<file path="config.mk">
export PLATFORM = sky130hd
export DESIGN_NAME = fdtd_step_ctrl_flat
export DESIGN_NICKNAME = d
export VERILOG_FILES = /design/src/rtl/fdtd_step_ctrl_if.sv /design/src/rtl/fdtd_step_ctrl.sv /design/src/flat_wrapper.sv
export SDC_FILE = /design/constraint.sdc
export NUM_CORES = 1
export LEC_CHECK = 0
export ABC_AREA = 1
export ABC_CLOCK_PERIOD_IN_PS = 6100
export BUFFER_PORTS_ARGS = -buffer_cell sky130_fd_sc_hd__buf_2
export CAP_MARGIN = 20
export CORE_MARGIN = 3
export CORE_UTILIZATION = 45
export DETAILED_ROUTE_END_ITERATION = 8
export PLACE_DENSITY = 0.78
export SLEW_MARGIN = 30
export SYNTH_ARGS = -nofsm -noshare
export SYNTH_HDL_FRONTEND = slang
export SYNTH_SLANG_ARGS = --single-unit
</file>
<file path="constraint.sdc">
create_clock -name CLK -period 6.1 [get_ports CLK]
set_input_delay 1.83 -clock CLK [delete_from_list [all_inputs] [get_ports CLK]]
set_output_delay 1.83 -clock CLK [all_outputs]
set_load 0.01 [all_outputs]
</file>
<file path="src/rtl/fdtd_step_ctrl_if.sv">
// Bundles the run configuration, buffer loader, update unit and write-back
// handshakes of the FDTD timestep controller; master is the controller side.
interface fdtd_step_ctrl_if #(
  parameter int BUFFER_ADDR_WIDTH = 6,
  parameter int STEP_WIDTH        = 16
);

  logic                         start_i;
  logic [BUFFER_ADDR_WIDTH:0]   cfg_cells_i;
  logic [STEP_WIDTH-1:0]        cfg_steps_i;
  logic [STEP_WIDTH-1:0]        cfg_src_steps_i;

  logic                         mem_vld_i;
  logic                         buf_hy_start_o;
  logic                         buf_ez_start_o;
  logic                         buf_src_start_o;
  logic                         buf_hy_end_o;
  logic                         buf_ez_end_o;
  logic                         buf_src_end_o;

  logic                         rd_en_o;
  logic [BUFFER_ADDR_WIDTH-1:0] rd_addr_o;
  logic                         calc_sel_o;
  logic                         calc_vld_i;
  logic                         wr_hy_en_o;
  logic                         wr_ez_en_o;
  logic [BUFFER_ADDR_WIDTH-1:0] wr_addr_o;

  logic                         mem_rd_hy_en_o;
  logic                         mem_rd_ez_en_o;
  logic                         mem_rd_end_o;
  logic                         wb_vld_i;

  logic                         busy_o;
  logic                         done_o;
  logic [STEP_WIDTH-1:0]        step_o;

  modport master (
    input  start_i, cfg_cells_i, cfg_steps_i, cfg_src_steps_i,
    input  mem_vld_i, calc_vld_i, wb_vld_i,
    output buf_hy_start_o, buf_ez_start_o, buf_src_start_o,
    output buf_hy_end_o, buf_ez_end_o, buf_src_end_o,
    output rd_en_o, rd_addr_o, calc_sel_o,
    output wr_hy_en_o, wr_ez_en_o, wr_addr_o,
    output mem_rd_hy_en_o, mem_rd_ez_en_o, mem_rd_end_o,
    output busy_o, done_o, step_o
  );

  modport slave (
    output start_i, cfg_cells_i, cfg_steps_i, cfg_src_steps_i,
    output mem_vld_i, calc_vld_i, wb_vld_i,
    input  buf_hy_start_o, buf_ez_start_o, buf_src_start_o,
    input  buf_hy_end_o, buf_ez_end_o, buf_src_end_o,
    input  rd_en_o, rd_addr_o, calc_sel_o,
    input  wr_hy_en_o, wr_ez_en_o, wr_addr_o,
    input  mem_rd_hy_en_o, mem_rd_ez_en_o, mem_rd_end_o,
    input  busy_o, done_o, step_o
  );

endinterface

</file>
<file path="src/rtl/fdtd_step_ctrl.sv">
// FDTD timestep sequencer: per step loads Hy and Ez (or source) buffers, runs
// the Hy then Ez update passes, writes both fields back, until S steps are done.
module fdtd_step_ctrl #(
  parameter int BUFFER_ADDR_WIDTH = 6,
  parameter int STEP_WIDTH        = 16
) (
  input  logic              CLK,
  input  logic              RST_N,
  fdtd_step_ctrl_if.master  bus
);

  localparam int CW = BUFFER_ADDR_WIDTH + 1;

  typedef enum logic [2:0] {
    IDLE    = 3'd0,
    LD_HY   = 3'd1,
    LD_EZ   = 3'd2,
    CALC_HY = 3'd3,
    CALC_EZ = 3'd4,
    WB_HY   = 3'd5,
    WB_EZ   = 3'd6,
    DONE    = 3'd7
  } state_t;

  state_t                r_state;
  state_t                w_next;

  logic [CW-1:0]         r_cells;
  logic [STEP_WIDTH-1:0] r_steps;
  logic [STEP_WIDTH-1:0] r_src_steps;
  logic [STEP_WIDTH-1:0] r_step;
  logic [CW-1:0]         r_beat;
  logic [CW-1:0]         r_rd_cnt;
  logic [CW-1:0]         r_wr_cnt;
  logic                  r_entry;

  logic [CW-1:0]         w_last;
  logic                  w_in_ld;
  logic                  w_in_wb;
  logic                  w_in_calc;
  logic                  w_ld_beat;
  logic                  w_ld_last;
  logic                  w_wb_beat;
  logic                  w_wb_last;
  logic                  w_calc_beat;
  logic                  w_calc_last;
  logic                  w_rd_active;
  logic                  w_use_src;
  logic                  w_state_change;
  logic [STEP_WIDTH-1:0] w_step_inc;

  // Counters are W+1 bits wide so a full buffer of 2^W cells never wraps.
  assign w_last         = r_cells - 1'b1;
  assign w_in_ld        = (r_state == LD_HY) || (r_state == LD_EZ);
  assign w_in_wb        = (r_state == WB_HY) || (r_state == WB_EZ);
  assign w_in_calc      = (r_state == CALC_HY) || (r_state == CALC_EZ);
  assign w_ld_beat      = w_in_ld && bus.mem_vld_i;
  assign w_ld_last      = w_ld_beat && (r_beat == w_last);
  assign w_wb_beat      = w_in_wb && bus.wb_vld_i;
  assign w_wb_last      = w_wb_beat && (r_beat == w_last);
  assign w_calc_beat    = w_in_calc && bus.calc_vld_i && (r_wr_cnt < r_cells);
  assign w_calc_last    = w_calc_beat && (r_wr_cnt == w_last);
  assign w_rd_active    = w_in_calc && (r_rd_cnt < r_cells);
  assign w_use_src      = r_step < r_src_steps;
  assign w_step_inc     = r_step + 1'b1;
  assign w_state_change = (w_next != r_state);

  always_ff @(posedge CLK or negedge RST_N) begin
    if (!RST_N) begin
      r_state <= IDLE;
    end else begin
      r_state <= w_next;
    end
  end

  always_comb begin
    w_next = r_state;
    case (r_state)
      IDLE:    if (bus.start_i) w_next = (bus.cfg_steps_i == '0) ? DONE : LD_HY;
      LD_HY:   if (w_ld_last) w_next = LD_EZ;
      LD_EZ:   if (w_ld_last) w_next = CALC_HY;
      CALC_HY: if (w_calc_last) w_next = CALC_EZ;
      CALC_EZ: if (w_calc_last) w_next = WB_HY;
      WB_HY:   if (w_wb_last) w_next = WB_EZ;
      WB_EZ:   if (w_wb_last) w_next = (w_step_inc == r_steps) ? DONE : LD_HY;
      DONE:    w_next = IDLE;
      default: w_next = IDLE;
    endcase
  end

  // Every state change restarts the beat counters, so each state sees fresh counts.
  always_ff @(posedge CLK or negedge RST_N) begin
    if (!RST_N) begin
      r_cells     <= '0;
      r_steps     <= '0;
      r_src_steps <= '0;
      r_step      <= '0;
      r_beat      <= '0;
      r_rd_cnt    <= '0;
      r_wr_cnt    <= '0;
      r_entry     <= 1'b0;
    end else begin
      r_entry <= w_state_change;
      if (w_state_change) begin
        r_beat   <= '0;
        r_rd_cnt <= '0;
        r_wr_cnt <= '0;
      end else begin
        if (w_ld_beat || w_wb_beat) r_beat <= r_beat + 1'b1;
        if (w_rd_active)            r_rd_cnt <= r_rd_cnt + 1'b1;
        if (w_calc_beat)            r_wr_cnt <= r_wr_cnt + 1'b1;
      end
      if ((r_state == IDLE) && bus.start_i) begin
        r_cells     <= bus.cfg_cells_i;
        r_steps     <= bus.cfg_steps_i;
        r_src_steps <= bus.cfg_src_steps_i;
        r_step      <= '0;
      end else if ((r_state == WB_EZ) && w_wb_last && (r_step < r_steps)) begin
        r_step <= w_step_inc;
      end
    end
  end

  always_comb begin
    bus.buf_hy_start_o  = 1'b0;
    bus.buf_ez_start_o  = 1'b0;
    bus.buf_src_start_o = 1'b0;
    bus.buf_hy_end_o    = 1'b0;
    bus.buf_ez_end_o    = 1'b0;
    bus.buf_src_end_o   = 1'b0;
    bus.rd_en_o         = 1'b0;
    bus.rd_addr_o       = r_rd_cnt[BUFFER_ADDR_WIDTH-1:0];
    bus.calc_sel_o      = 1'b0;
    bus.wr_hy_en_o      = 1'b0;
    bus.wr_ez_en_o      = 1'b0;
    bus.wr_addr_o       = r_wr_cnt[BUFFER_ADDR_WIDTH-1:0];
    bus.mem_rd_hy_en_o  = 1'b0;
    bus.mem_rd_ez_en_o  = 1'b0;
    bus.mem_rd_end_o    = 1'b0;
    bus.busy_o          = (r_state != IDLE);
    bus.done_o          = 1'b0;
    bus.step_o          = r_step;
    case (r_state)
      LD_HY: begin
        bus.buf_hy_start_o = r_entry;
        bus.buf_hy_end_o   = w_ld_last;
      end
      LD_EZ: begin
        if (w_use_src) begin
          bus.buf_src_start_o = r_entry;
          bus.buf_src_end_o   = w_ld_last;
        end else begin
          bus.buf_ez_start_o = r_entry;
          bus.buf_ez_end_o   = w_ld_last;
        end
      end
      CALC_HY: begin
        bus.rd_en_o    = w_rd_active;
        bus.wr_hy_en_o = w_calc_beat;
      end
      CALC_EZ: begin
        bus.calc_sel_o = 1'b1;
        bus.rd_en_o    = w_rd_active;
        bus.wr_ez_en_o = w_calc_beat;
      end
      WB_HY: begin
        bus.mem_rd_hy_en_o = 1'b1;
        bus.mem_rd_end_o   = w_wb_last;
      end
      WB_EZ: begin
        bus.mem_rd_ez_en_o = 1'b1;
        bus.mem_rd_end_o   = w_wb_last;
      end
      DONE: begin
        bus.done_o = 1'b1;
      end
      default: begin
      end
    endcase
  end

endmodule

</file>
<file path="src/flat_wrapper.sv">
// flat-port wrapper written by rule: the top's interface ports become plain ports
module fdtd_step_ctrl_flat 
#(
  parameter int BUFFER_ADDR_WIDTH = 6,
  parameter int STEP_WIDTH        = 16
)
  (CLK, RST_N, bus_start_i, bus_cfg_cells_i, bus_cfg_steps_i, bus_cfg_src_steps_i, bus_mem_vld_i, bus_calc_vld_i, bus_wb_vld_i, bus_buf_hy_start_o, bus_buf_ez_start_o, bus_buf_src_start_o, bus_buf_hy_end_o, bus_buf_ez_end_o, bus_buf_src_end_o, bus_rd_en_o, bus_rd_addr_o, bus_calc_sel_o, bus_wr_hy_en_o, bus_wr_ez_en_o, bus_wr_addr_o, bus_mem_rd_hy_en_o, bus_mem_rd_ez_en_o, bus_mem_rd_end_o, bus_busy_o, bus_done_o, bus_step_o);
  fdtd_step_ctrl_if #(.BUFFER_ADDR_WIDTH(BUFFER_ADDR_WIDTH), .STEP_WIDTH(STEP_WIDTH)) bus_i ();
  input  logic CLK;
  input  logic RST_N;
  input wire logic [$bits(bus_i.start_i)-1:0] bus_start_i;
  input wire logic [$bits(bus_i.cfg_cells_i)-1:0] bus_cfg_cells_i;
  input wire logic [$bits(bus_i.cfg_steps_i)-1:0] bus_cfg_steps_i;
  input wire logic [$bits(bus_i.cfg_src_steps_i)-1:0] bus_cfg_src_steps_i;
  input wire logic [$bits(bus_i.mem_vld_i)-1:0] bus_mem_vld_i;
  input wire logic [$bits(bus_i.calc_vld_i)-1:0] bus_calc_vld_i;
  input wire logic [$bits(bus_i.wb_vld_i)-1:0] bus_wb_vld_i;
  output wire logic [$bits(bus_i.buf_hy_start_o)-1:0] bus_buf_hy_start_o;
  output wire logic [$bits(bus_i.buf_ez_start_o)-1:0] bus_buf_ez_start_o;
  output wire logic [$bits(bus_i.buf_src_start_o)-1:0] bus_buf_src_start_o;
  output wire logic [$bits(bus_i.buf_hy_end_o)-1:0] bus_buf_hy_end_o;
  output wire logic [$bits(bus_i.buf_ez_end_o)-1:0] bus_buf_ez_end_o;
  output wire logic [$bits(bus_i.buf_src_end_o)-1:0] bus_buf_src_end_o;
  output wire logic [$bits(bus_i.rd_en_o)-1:0] bus_rd_en_o;
  output wire logic [$bits(bus_i.rd_addr_o)-1:0] bus_rd_addr_o;
  output wire logic [$bits(bus_i.calc_sel_o)-1:0] bus_calc_sel_o;
  output wire logic [$bits(bus_i.wr_hy_en_o)-1:0] bus_wr_hy_en_o;
  output wire logic [$bits(bus_i.wr_ez_en_o)-1:0] bus_wr_ez_en_o;
  output wire logic [$bits(bus_i.wr_addr_o)-1:0] bus_wr_addr_o;
  output wire logic [$bits(bus_i.mem_rd_hy_en_o)-1:0] bus_mem_rd_hy_en_o;
  output wire logic [$bits(bus_i.mem_rd_ez_en_o)-1:0] bus_mem_rd_ez_en_o;
  output wire logic [$bits(bus_i.mem_rd_end_o)-1:0] bus_mem_rd_end_o;
  output wire logic [$bits(bus_i.busy_o)-1:0] bus_busy_o;
  output wire logic [$bits(bus_i.done_o)-1:0] bus_done_o;
  output wire logic [$bits(bus_i.step_o)-1:0] bus_step_o;
  assign bus_i.start_i = bus_start_i;
  assign bus_i.cfg_cells_i = bus_cfg_cells_i;
  assign bus_i.cfg_steps_i = bus_cfg_steps_i;
  assign bus_i.cfg_src_steps_i = bus_cfg_src_steps_i;
  assign bus_i.mem_vld_i = bus_mem_vld_i;
  assign bus_i.calc_vld_i = bus_calc_vld_i;
  assign bus_i.wb_vld_i = bus_wb_vld_i;
  assign bus_buf_hy_start_o = bus_i.buf_hy_start_o;
  assign bus_buf_ez_start_o = bus_i.buf_ez_start_o;
  assign bus_buf_src_start_o = bus_i.buf_src_start_o;
  assign bus_buf_hy_end_o = bus_i.buf_hy_end_o;
  assign bus_buf_ez_end_o = bus_i.buf_ez_end_o;
  assign bus_buf_src_end_o = bus_i.buf_src_end_o;
  assign bus_rd_en_o = bus_i.rd_en_o;
  assign bus_rd_addr_o = bus_i.rd_addr_o;
  assign bus_calc_sel_o = bus_i.calc_sel_o;
  assign bus_wr_hy_en_o = bus_i.wr_hy_en_o;
  assign bus_wr_ez_en_o = bus_i.wr_ez_en_o;
  assign bus_wr_addr_o = bus_i.wr_addr_o;
  assign bus_mem_rd_hy_en_o = bus_i.mem_rd_hy_en_o;
  assign bus_mem_rd_ez_en_o = bus_i.mem_rd_ez_en_o;
  assign bus_mem_rd_end_o = bus_i.mem_rd_end_o;
  assign bus_busy_o = bus_i.busy_o;
  assign bus_done_o = bus_i.done_o;
  assign bus_step_o = bus_i.step_o;
  fdtd_step_ctrl #(.BUFFER_ADDR_WIDTH(BUFFER_ADDR_WIDTH), .STEP_WIDTH(STEP_WIDTH)) u_core (.CLK(CLK), .RST_N(RST_N), .bus(bus_i));
endmodule
</file>
==> results.cfg <==
[route]
wl_microns = 13900
vias = 5104
firstDrtPassIters = 6
drt-initial-drc-count = 408
drc = 0
via_per_inst = 5.20
wl_per_cell_microns = 14.2
antenna_left = 0

[sta]
fmax_mhz = 223
relSlewSlack_pct = 41.8
grt_setup_unrepaired = false
setup-violations-final = 0
worstMarginPinSlew_ns = 0.873
final_hold_viol_count = 0
setup_tns_ns = 0
fin_worst_skew_ns = 0.00906
period_needed_ns = 4.49
hold_slack_ns = 0.484
slew_violations = 0
period_share_pct = 73.5

[grt]
grt_util_all_layers_pct = 20.2
grt-ovfl-total = 0
grt_max_degree = 67
antenna_found_initial = 0
grt_pass1_wl_microns = 22700
grt_pass1_vias = 4596

[layout]
final_cell_mix = nand2_1 (133), inv_1 (102), buf_2 (86), dfrtp_1 (80), nor2_1 (70)
regArea_sq_um = 2000
nets = 903
drive_gt1_share_pct = 17.3
area_delta_synth_final_pct = 15.1
diodes = 0
num-fill-cells = 1144
postLayoutCellArea_sq_um = 6440
multi_input_area_sq_um = 3050
final_cells = 982
final_util_pct = 53.4
final_common_cell = nand2_1

[synth]
ys_ff_latch = 80
synth_top_family_by_area = simple AND/OR/NAND/NOR gates
synth_top_cell_by_area = dfrtp_1
avgSynthCellArea_sq_um = 7.61
netlist_instances = 735
synthAdderAreaFrac_pct = 11.0
ys_seq_area_share_pct = 35.8
synth_xor_area_share_pct = 5.66
syn_area_sq_um = 5600
yosysWarnings = 0
syn_nets = 829
synthMuxAreaShare_pct = 0.380
synth_top_area_share_pct = 35.8
synth_cell_types = 35
synth.area.top_cells = dfrtp_1 (36%), ha_1 (11%), nand2_1 (8.9%), inv_1 (6.8%), nand3_1 (5.7%)
yosys.area_share.simple_pct = 27.7
synth_compound_area_share_pct = 9.62

[pwr]
ir_worst_vdd_uv = 246
p_leak_nw = 3.37
powerDensity_nw_per_um2 = 388

[place]
dp_cells = 966
io_buffer_count = 87
place_hpwl_microns = 10500
gp_congestion = 0.953
placed_area_sq_um = 6110

[cts]
cts_tree = done
cts.sinks = 80
htree_levels = 3
clk_latency_ns = 0.34
clk_pin_slew_ns = 0.06
cts_hold_buf = 0
cts_inserted_buffers = 9
clock_path_buffers = 2
cts_setup_buffers = 0
root_buffer = clkbuf_16
cts_resized = 0

[setup_path]
crit_fanout = 3
worstSetupEndpointType = primary output
cp-start-kind = input port
cp.arrival_ns = 2.66
rrSetupSlack_ns = 2.51
path_class = input port to primary output
crit_required_ns = 4.27

[floorplanning]
coreArea_sq_um = 12100
die_w_microns = 118
rows = 40
die_height_microns = 118
initial_core_util_pct = 46.4
pin_count = 88
die_area_sq_um = 13800

[run_status]
status = completed

[worst_hold_path]
hold_path_class = flop to flop

[run]
maxCapViolCount = 0
[report_power, final]
part | internal, W | leakage, nW | switching (W)
Combinational | 0.000351 | 2.22 | 0.000733
Clock | 0.000371 | 0.151 | 0.000234
Sequential | 0.000687 | 0.996 | 0.000122
Total | 0.00141 | 3.37 | 0.00109
[routing by layer]
metal	GRT usage [%]	up-vias	wire [microns]
li1	-	2554	-
met1	28.4	2378	6570
met2	30.6	142	6200
met3	3.41	30	757
met4	8.94	0	395
met5	0	-	0
[synth_stat cells, drive strengths merged]
master	number
xor2	29
nor4	3
nand3b	1
a21oi	53
o211ai	3
mux2i	1
nand3	65
and3	1
xnor3	2
mux2	1
a211oi	2
buf	16
or2	2
inv	104
nand4	22
dfrtp	80
nor3b	2
o22ai	10
nor2	96
a21boi	3
nor3	13
a21o	1
nand2	136
o21ai	27
xnor2	2
o21a	1
clkbuf	10
ha	49
[registers in the layout, indices dropped and copies added (netlist names)]
signal,cells
u_core.r_src_steps,16
u_core.r_cells,7
u_core.r_rd_cnt,7
u_core.r_wr_cnt,7
u_core.r_state,3
u_core.r_beat,7
u_core.bus.step_o,16
u_core.r_steps,16
u_core.r_entry,1
[per-stage QoR]
stage	setup WS, ns	power, W
floorplan	1.82	0.00163
global placement	1.65	0.00186
detailed placement	1.61	0.00189
CTS	1.60	0.00251
global route	1.51	0.00270
finish	1.61	0.00250
[kinds of logic (layout without fill, tap and decap cells)]
family	after synthesis	after routing
XOR/XNOR	33	33
flip-flops	80	80
multiplexers	2	2
adder cells (fa/ha/maj)	49	49
AND/OR/NAND/NOR	341	341
AO/OA/AOI/OAI	100	100
buffers and inverters	130	209
[critical path, stage by stage]
cell      delay, ns
buf_2          0.08
a21boi_0       0.32
nand4_1        0.17
inv_1          0.11
buf_2          0.15
[layout make-up]
cell class	count	area share, %
timing repair buffer	89	7.03
tap	168	3.26
inverter	104	6.06
multi-input combinational	525	47.4
sequential	80	31.1
clock buffer	10	3.71
clock inverter	6	1.42
[worst paths after layout]
path | to | from | depth (start not counted)
worst max-delay path | bus_mem_rd_end_o | bus_wb_vld_i | 5
worst min-delay path | u_core.r_steps[4] | u_core.r_steps[4] | 2
worst max register to register | u_core.bus.step_o[10] | u_core.r_cells[0] | 14
worst min register to register | u_core.r_steps[4] | u_core.r_steps[4] | 2
max in group asynchronous | u_core.bus.step_o[3] | RST_N | 2
min in group asynchronous | u_core.r_cells[2] | RST_N | 1
(Power assumes the default switching activity.)
